`src/rtl/aq_ifu_btb_upd_ctrl.sv`:
```
// Write-side controller for the IFU branch target buffer: serialises BJU update/delete
// requests and CP0 invalidate-all into one-hot per-entry update/clear strobes.
module aq_ifu_btb_upd_ctrl #(
    parameter int ENTRY_NUM  = 16,
    parameter int ADDR_WIDTH = 16
) (
    input  logic                  forever_cpuclk,
    input  logic                  cpurst_b,
    input  logic                  cp0_yy_clk_en,
    input  logic                  cp0_ifu_icg_en,
    input  logic                  pad_yy_icg_scan_en,
    input  logic                  bju_btb_upd_vld,
    input  logic                  bju_btb_upd_del,
    input  logic [ADDR_WIDTH-1:0] bju_btb_upd_tag,
    input  logic [ADDR_WIDTH-1:0] bju_btb_upd_tgt,
    output logic                  btb_bju_upd_rdy,
    input  logic                  cp0_ifu_btb_inv,
    output logic                  btb_cp0_inv_done,
    output logic [ADDR_WIDTH-1:0] btb_wr_acc_tag,
    input  logic [ENTRY_NUM-1:0]  btb_entry_wr_hit,
    output logic [ADDR_WIDTH-1:0] btb_upd_tag,
    output logic [ADDR_WIDTH-1:0] btb_upd_tgt,
    output logic [ENTRY_NUM-1:0]  btb_entry_upd,
    output logic [ENTRY_NUM-1:0]  btb_entry_updg,
    output logic [ENTRY_NUM-1:0]  btb_entry_clr,
    output logic [ENTRY_NUM-1:0]  btb_entry_clrg,
    output logic                  btb_upd_busy
);

    localparam int PW = $clog2(ENTRY_NUM);

    typedef enum logic [1:0] {
        IDLE,
        LOOKUP,
        WRITE,
        INVALL
    } state_e;

    state_e                  state_q;
    logic                    inv_pend_q;
    logic                    inv_done_q;
    logic [PW-1:0]           rr_ptr_q;
    logic [PW-1:0]           rr_ptr_d;
    logic [ADDR_WIDTH-1:0]   tag_q;
    logic [ADDR_WIDTH-1:0]   tgt_q;
    logic                    del_q;
    logic [ENTRY_NUM-1:0]    upd_q;
    logic [ENTRY_NUM-1:0]    clr_q;

    logic                    accept;
    logic                    payload_clk_en;
    logic                    payload_ld;
    logic                    hit_any;
    logic [ENTRY_NUM-1:0]    hit_oh;
    logic [ENTRY_NUM-1:0]    victim_oh;

    assign btb_bju_upd_rdy = (state_q == IDLE) && !inv_pend_q && !cp0_ifu_btb_inv;
    assign accept          = btb_bju_upd_rdy && bju_btb_upd_vld;

    // Same enable equation as the gated_clk_cell: global enable, local/module enable, scan override.
    assign payload_clk_en  = (cp0_yy_clk_en && (accept || cp0_ifu_icg_en)) || pad_yy_icg_scan_en;
    assign payload_ld      = payload_clk_en && accept;

    // Two's-complement trick isolates the lowest set bit, so multiple hits pick the lowest index.
    assign hit_any   = |btb_entry_wr_hit;
    assign hit_oh    = btb_entry_wr_hit & (~btb_entry_wr_hit + ENTRY_NUM'(1));
    assign victim_oh = ENTRY_NUM'(1) << rr_ptr_q;
    assign rr_ptr_d  = rr_ptr_q + PW'(1);

    always_ff @(posedge forever_cpuclk or negedge cpurst_b) begin
        if (!cpurst_b) begin
            tag_q <= '0;
            tgt_q <= '0;
            del_q <= 1'b0;
        end else if (payload_ld) begin
            tag_q <= bju_btb_upd_tag;
            tgt_q <= bju_btb_upd_tgt;
            del_q <= bju_btb_upd_del;
        end
    end

    // NOTE: state updates use non-blocking assignments so every register samples pre-edge values.
    always_ff @(posedge forever_cpuclk or negedge cpurst_b) begin
        if (!cpurst_b) begin
            state_q    <= IDLE;
            inv_pend_q <= 1'b0;
            inv_done_q <= 1'b0;
            rr_ptr_q   <= '0;
            upd_q      <= '0;
            clr_q      <= '0;
        end else begin
            inv_done_q <= (state_q == INVALL);
            upd_q      <= '0;
            clr_q      <= '0;
            if (cp0_ifu_btb_inv && (state_q != INVALL)) begin
                inv_pend_q <= 1'b1;
            end
            case (state_q)
                IDLE: begin
                    if (accept) begin
                        state_q <= LOOKUP;
                    end else if (inv_pend_q || cp0_ifu_btb_inv) begin
                        state_q <= INVALL;
                        clr_q   <= '1;
                    end
                end
                LOOKUP: begin
                    state_q <= WRITE;
                    if (del_q) begin
                        if (hit_any) begin
                            clr_q <= hit_oh;
                        end
                    end else if (hit_any) begin
                        upd_q <= hit_oh;
                    end else begin
                        upd_q    <= victim_oh;
                        rr_ptr_q <= rr_ptr_d;
                    end
                end
                WRITE: begin
                    if (inv_pend_q) begin
                        state_q <= INVALL;
                        clr_q   <= '1;
                    end else begin
                        state_q <= IDLE;
                    end
                end
                INVALL: begin
                    state_q    <= IDLE;
                    rr_ptr_q   <= '0;
                    inv_pend_q <= 1'b0;
                end
                default: state_q <= IDLE;
            endcase
        end
    end

    assign btb_wr_acc_tag   = tag_q;
    assign btb_upd_tag      = tag_q;
    assign btb_upd_tgt      = tgt_q;
    assign btb_entry_upd    = upd_q;
    assign btb_entry_updg   = upd_q;
    assign btb_entry_clr    = clr_q;
    assign btb_entry_clrg   = clr_q;
    assign btb_cp0_inv_done = inv_done_q;
    assign btb_upd_busy     = (state_q != IDLE) || inv_pend_q;

endmodule

```
`config.mk`:
```
export PLATFORM = sky130hd
export DESIGN_NAME = aq_ifu_btb_upd_ctrl
export DESIGN_NICKNAME = d
export VERILOG_FILES = /design/src/rtl/aq_ifu_btb_upd_ctrl.sv
export SDC_FILE = /design/constraint.sdc
export NUM_CORES = 1
export LEC_CHECK = 0
export ABC_AREA = 1
export BUFFER_PORTS_ARGS = -buffer_cell sky130_fd_sc_hd__clkbuf_2
export CORE_UTILIZATION = 30
export DETAILED_ROUTE_END_ITERATION = 8
export GPL_ROUTABILITY_DRIVEN = 0
export PLACE_DENSITY_LB_ADDON = 0.1
export REMOVE_ABC_BUFFERS = 1
export SKIP_CTS_REPAIR_TIMING = 1
export SYNTH_ARGS = -nofsm -noshare
export SYNTH_HDL_FRONTEND = slang
export SYNTH_SLANG_ARGS = --single-unit
```
`constraint.sdc`:
```
create_clock -name forever_cpuclk -period 1.5 [get_ports forever_cpuclk]
set_input_delay 0.075 -clock forever_cpuclk [delete_from_list [all_inputs] [get_ports forever_cpuclk]]
set_output_delay 0.075 -clock forever_cpuclk [all_outputs]
set_load 0.1 [all_outputs]
```
* Word-level counts from Yosys, hierarchy flattened
Cells that the tools add are included.
** Word-level totals
- Flip-flop bits (word level) :: 73
** Cells by class
- Add/sub/neg operators :: 2
- Equality and inequality tests :: 7
- Shift operators :: 1
- Mux-type cells :: 18
- Bitwise gates (word level) :: 2
- Reduce and logical (&&, ||, !) cells :: 18
** Operator list (number)
- two-way mux 16 bit :: 8
- one-hot mux 16 bit (3 select lines) :: 1
- adder 16 x 1 -> 16 bit (second input constant) :: 1
- AND 16 bit :: 1
- NOT 16 bit :: 1
- OR reduction 16 bit :: 1
- left shift 1 x 4 -> 16 bit (first input constant) :: 1
- two-way mux 4 bit :: 2
- one-hot mux 2 bit (4 select lines) :: 1
- one-hot mux 4 bit (2 select lines) :: 1
- logical AND 1 bit :: 6
- two-way mux 2 bit :: 3
- != test 2 bit (second input constant) :: 3
- nonzero test 2 bit :: 3
- adder 4 x 1 -> 4 bit (second input constant) :: 1
- == test 2 bit (second input constant) :: 2
- logical OR 1 bit :: 4
- != test 3 x 2 -> 1 bit (second input constant) :: 1
- AND reduction 3 bit :: 1
- == test 2 x 1 -> 1 bit (second input constant) :: 1
- logical NOT 1 bit :: 2
- logical NOT 2 bit :: 1
- two-way mux 1 bit :: 2

* Longest topological paths before layout
- Depth after elaboration :: 8
- Depth in mapped cells :: 8
- Gate-level depth less buffers :: 8

* Worst setup path after synthesis
Ideal clock, no wire load.
- Path kind :: register -> register
- Start point :: register state_q[0]
- End point :: register tag_q[11] (netlist: btb_upd_tag[11])
- Library setup time :: 0.121 ns
- Arrival :: 2.191 ns
- Path slack :: -0.813 ns
- Stages on the path, launching flop included :: 9
- Buffers on the path :: 2
- Cells stage by stage :: dfrtp_1 > nor2_4 > nand2_2 > nor2_4 > o211ai_2 > buf_6 > buf_6 > nand2_2 > o21ai_2
** On the way
- Longest elaborated chain between the ends :: 8
** Ends and longest elaborated chain
- from (decl) :: line 39 : state_e state_q;
- from (signal assigned) :: line 85 : state_q <= IDLE;
- from (signal assigned) :: line 101 : state_q <= LOOKUP;
- from (signal assigned) :: line 103 : state_q <= INVALL;
- logical NOT 2 bit * :: line 57 : assign btb_bju_upd_rdy = (state_q == IDLE) && !inv_pend_q && !cp0_ifu_btb_inv;
- logical AND 1 bit * (2 in series) :: line 57
- via btb_bju_upd_rdy :: line 16 : output logic btb_bju_upd_rdy,
- logical AND 1 bit * :: line 58 : assign accept = btb_bju_upd_rdy && bju_btb_upd_vld;
- logical OR 1 bit :: line 61 : assign payload_clk_en = (cp0_yy_clk_en && (accept || cp0_ifu_icg_en)) || pad_yy_icg_scan_en;
- logical AND 1 bit :: line 61
- logical OR 1 bit :: line 61
- logical AND 1 bit * :: line 62 : assign payload_ld = payload_clk_en && accept;
- to (signal assigned) :: line 76 : tag_q <= bju_btb_upd_tag;
- to (decl) :: line 44 : logic [ADDR_WIDTH-1:0] tag_q;
Mark *: on every way through the listed nets, which the timed path passes. The rest lies on a longest branch.
A chain may end at the register's enable or synchronous reset.

* Worst setup path in the final report
- Start point :: register state_q[0]
- End point :: output btb_bju_upd_rdy
** On the way
- Longest elaborated chain between the ends :: 3
** Ends and longest elaborated chain (line)
- logical NOT 2 bit :: 57
- logical AND 1 bit (2 in series) :: 57
- to (decl) :: 16
Every way passes these cells.

==> impl_metrics.env <==
export IMPL_antenna_found_initial=0
export IMPL_path_class="reg -> out"
export IMPL_grt_pass1_vias=2814
export IMPL_dpl_hpwl_um=7000
export IMPL_ant_nets=0
export IMPL_drv_cap=0
export IMPL_ys_async_sr_fraction=1.00
export IMPL_finalWorstSetupSlack_ns=0.0242
export IMPL_dieArea_mm2=0.0126
export IMPL_cts_sinks=73
export IMPL_cts_buffer_depth=2
export IMPL_synth_top_area_share=0.500
export IMPL_fin_hold_ws_ns=-0.0326
export IMPL_critPathBufInv=2
export IMPL_cp_num_cells=5
export IMPL_crit_top_cell="nor2_4"
export IMPL_num_io_pins=171
export IMPL_multi_input_area_mm2=0.00115
export IMPL_synth_flop_cell="dfrtp_1"
export IMPL_die_x_um=112
export IMPL_die_y_um=112
export IMPL_cp_cell_sequence="nor2_4 -> nand2_2 -> nor2_4 -> buf_4 -> buf_12"
export IMPL_rsz0062_at_grt="yes"
export IMPL_setup_violations=0
export IMPL_clk_insertion_delay_late_ns=0.33
export IMPL_ys_warn_count=0
export IMPL_worst_pin_slew_ns=0.565
export IMPL_drtIter0Drc=149
export IMPL_hold_viol=3
export IMPL_min_path_type="in -> reg"
export IMPL_worst_path_max_fanout=4
export IMPL_violations="design-rule violations, negative hold slack"
export IMPL_ff_latch_area_mm2=0.00183
export IMPL_synth_edf_count=0
export IMPL_final_fill_count=1194
export IMPL_wire_per_inst_um=12.8
export IMPL_drive_gt1_frac=0.401
export IMPL_layout_area_overhead_vs_synth_pct=37.7
export IMPL_layout_nets=635
export IMPL_crit_path_top_delay_cell="dfrtp_2"
export IMPL_n_antenna_cell=0
export IMPL_rows=39
export IMPL_post_drt_via_cell_ratio=4.32
export IMPL_syn_inst=411
export IMPL_coreArea_mm2=0.0117
export IMPL_ys_seq_elements=73
export IMPL_grt_use_total=0.146
export IMPL_preCtsSetupSlack_ns=0.0667
export IMPL_tritoncts="built"
export IMPL_status="complete, but fails checks"
export IMPL_drtPass1Iterations=8
export IMPL_cpLargestDelayFamily="flip-flops"
export IMPL_min_path_cells=3
export IMPL_worstPathArrival_ns=1.40
export IMPL_grt_pass1_wl_um=14100
export IMPL_cts_htree_levels=3
export IMPL_synthTopCellsByCount="dfrtp_1 (73), nand2_1 (63), inv_1 (55)"
export IMPL_path_clk_slew_ns=0.06
export IMPL_grt_max_degree=35
export IMPL_ys_seq_area_frac=0.500
export IMPL_cp_required_ns=1.42
export IMPL_endpoint_kind="output port"
export IMPL_yosysTopAreaCell="dfrtp_1"
export IMPL_max_freq_mhz=678
export IMPL_cpPeakStageDelay_ns=0.43
export IMPL_synth_area_per_cell_um2=8.89
export IMPL_rr_worst_depth=7
export IMPL_start_util=0.313
export IMPL_overflow=0
export IMPL_wl_um=9260
export IMPL_critPathLaunchType="register"
export IMPL_root_buffer="clkbuf_16"
export IMPL_num_vias=3116
export IMPL_numPortBuffers=169
export IMPL_period_needed_ns=1.48
export IMPL_synth_cell_types=25
export IMPL_synth_area_mm2=0.00365
export IMPL_min_period_over_period=0.984
export IMPL_clock_skew_ns=0.00559
export IMPL_maxSlewHeadroom=0.625
export IMPL_cts_buffers=9
export IMPL_drc=18
export IMPL_drv_slew=0
export IMPL_yosys_top_cells_area="dfrtp_1 (50%), buf_4 (10%), nand2_1 (6.5%), inv_1 (5.7%), nor2_1 (3.7%)"
export IMPL_synth_most_common_cell="dfrtp_1"
export IMPL_tns_ns=0
[metal layers]
metal / global-route usage / vias to the layer above / wire (µm)
met2: 0.242 / 105 / 4510
met4: 0.0587 / 0 / 75
met1: 0.190 / 1429 / 4180
met3: 0.0270 / 9 / 491
met5: 0 / - / 0
li1: - / 1573 / -
[logic make-up (layout without fill, tap and decap cells)]
| group | Yosys count | count (layout) | share of synthesized area |
|---|---|---|---|
| adders and majority gates | 6 | 6 | 0.0206 |
| and+or+nand+nor | 146 | 146 | 0.185 |
| DFF | 73 | 73 | 0.500 |
| AOI/OAI and AO/OA | 65 | 65 | 0.105 |
| xor gates and xnor gates | 1 | 1 | 0.00240 |
| buffers and inverters | 120 | 287 | 0.187 |
[sequential cells by signal, indices dropped and copies added, names as in the netlist]
signal            flops
state_q               2
del_q                 1
btb_entry_upd        16
rr_ptr_q              4
btb_entry_clr        16
btb_cp0_inv_done      1
btb_upd_tag          16
inv_pend_q            1
btb_upd_tgt          16
[cell usage in the layout, fill, tap and decap left out, drive strengths merged]
cell / instances
inv: 58
dlygate4sd3: 31
clkbuf: 181
bufinv: 1
xor2: 1
nand4: 16
nand2: 72
o211ai: 1
nor2: 42
buf: 16
ha: 6
nor3b: 1
nor3: 4
or2: 1
o22ai: 2
dfrtp: 73
o21ai: 51
a21oi: 11
nand3: 10
[per-stage QoR]
| stage | instance area, µm² | utilization | hold WS [ns] | cells |
|---|---|---|---|---|
| floorplan | 3190 | - | -0.221 | 349 |
| finish | 5030 | 0.431 | -0.0326 | 721 |
| global placement | 4380 | 0.376 | -0.000911 | 673 |
| global route | 5030 | 0.431 | 0.00328 | 721 |
| CTS | 4710 | 0.404 | -0.352 | 689 |
| detailed placement | 4380 | 0.376 | 0.00431 | 673 |
[worst reg2reg max path, stage by stage (launching register included)]
cell and delay [ns]:
dfrtp_2 0.43, nor2_4 0.14, nand2_2 0.08, nor2_4 0.11, o211ai_4 0.15, buf_4 0.25, nand2_1 0.07, o21ai_1 0.06
[final timing paths]
path / from / to / slack (ns)
worst min register to register: btb_upd_tgt[2] / btb_upd_tgt[2] / 0.49
worst max register to register: state_q[0] / btb_upd_tag[2] / 0.09
min in group asynchronous: cpurst_b / btb_upd_tag[10] / 0.19
max in group asynchronous: cpurst_b / btb_entry_upd[11] / 0.71
worst min-delay path: bju_btb_upd_tgt[7] / btb_upd_tgt[7] / -0.03
worst max-delay path: state_q[0] / btb_bju_upd_rdy / 0.02
[cell type report]
| type | instances | area share |
|---|---|---|
| clock buffers | 15 | 0.0592 |
| clock inverters | 1 | 0.00597 |
| inverters | 58 | 0.0433 |
| multi-input cells | 218 | 0.229 |
| flip-flops and latches | 73 | 0.364 |
| well taps | 143 | 0.0356 |
| repair buffers | 213 | 0.263 |
Power is left out: the tool's default activity adds up to more than one toggle a clock period on the data nets, which glitch-free logic cannot reach.
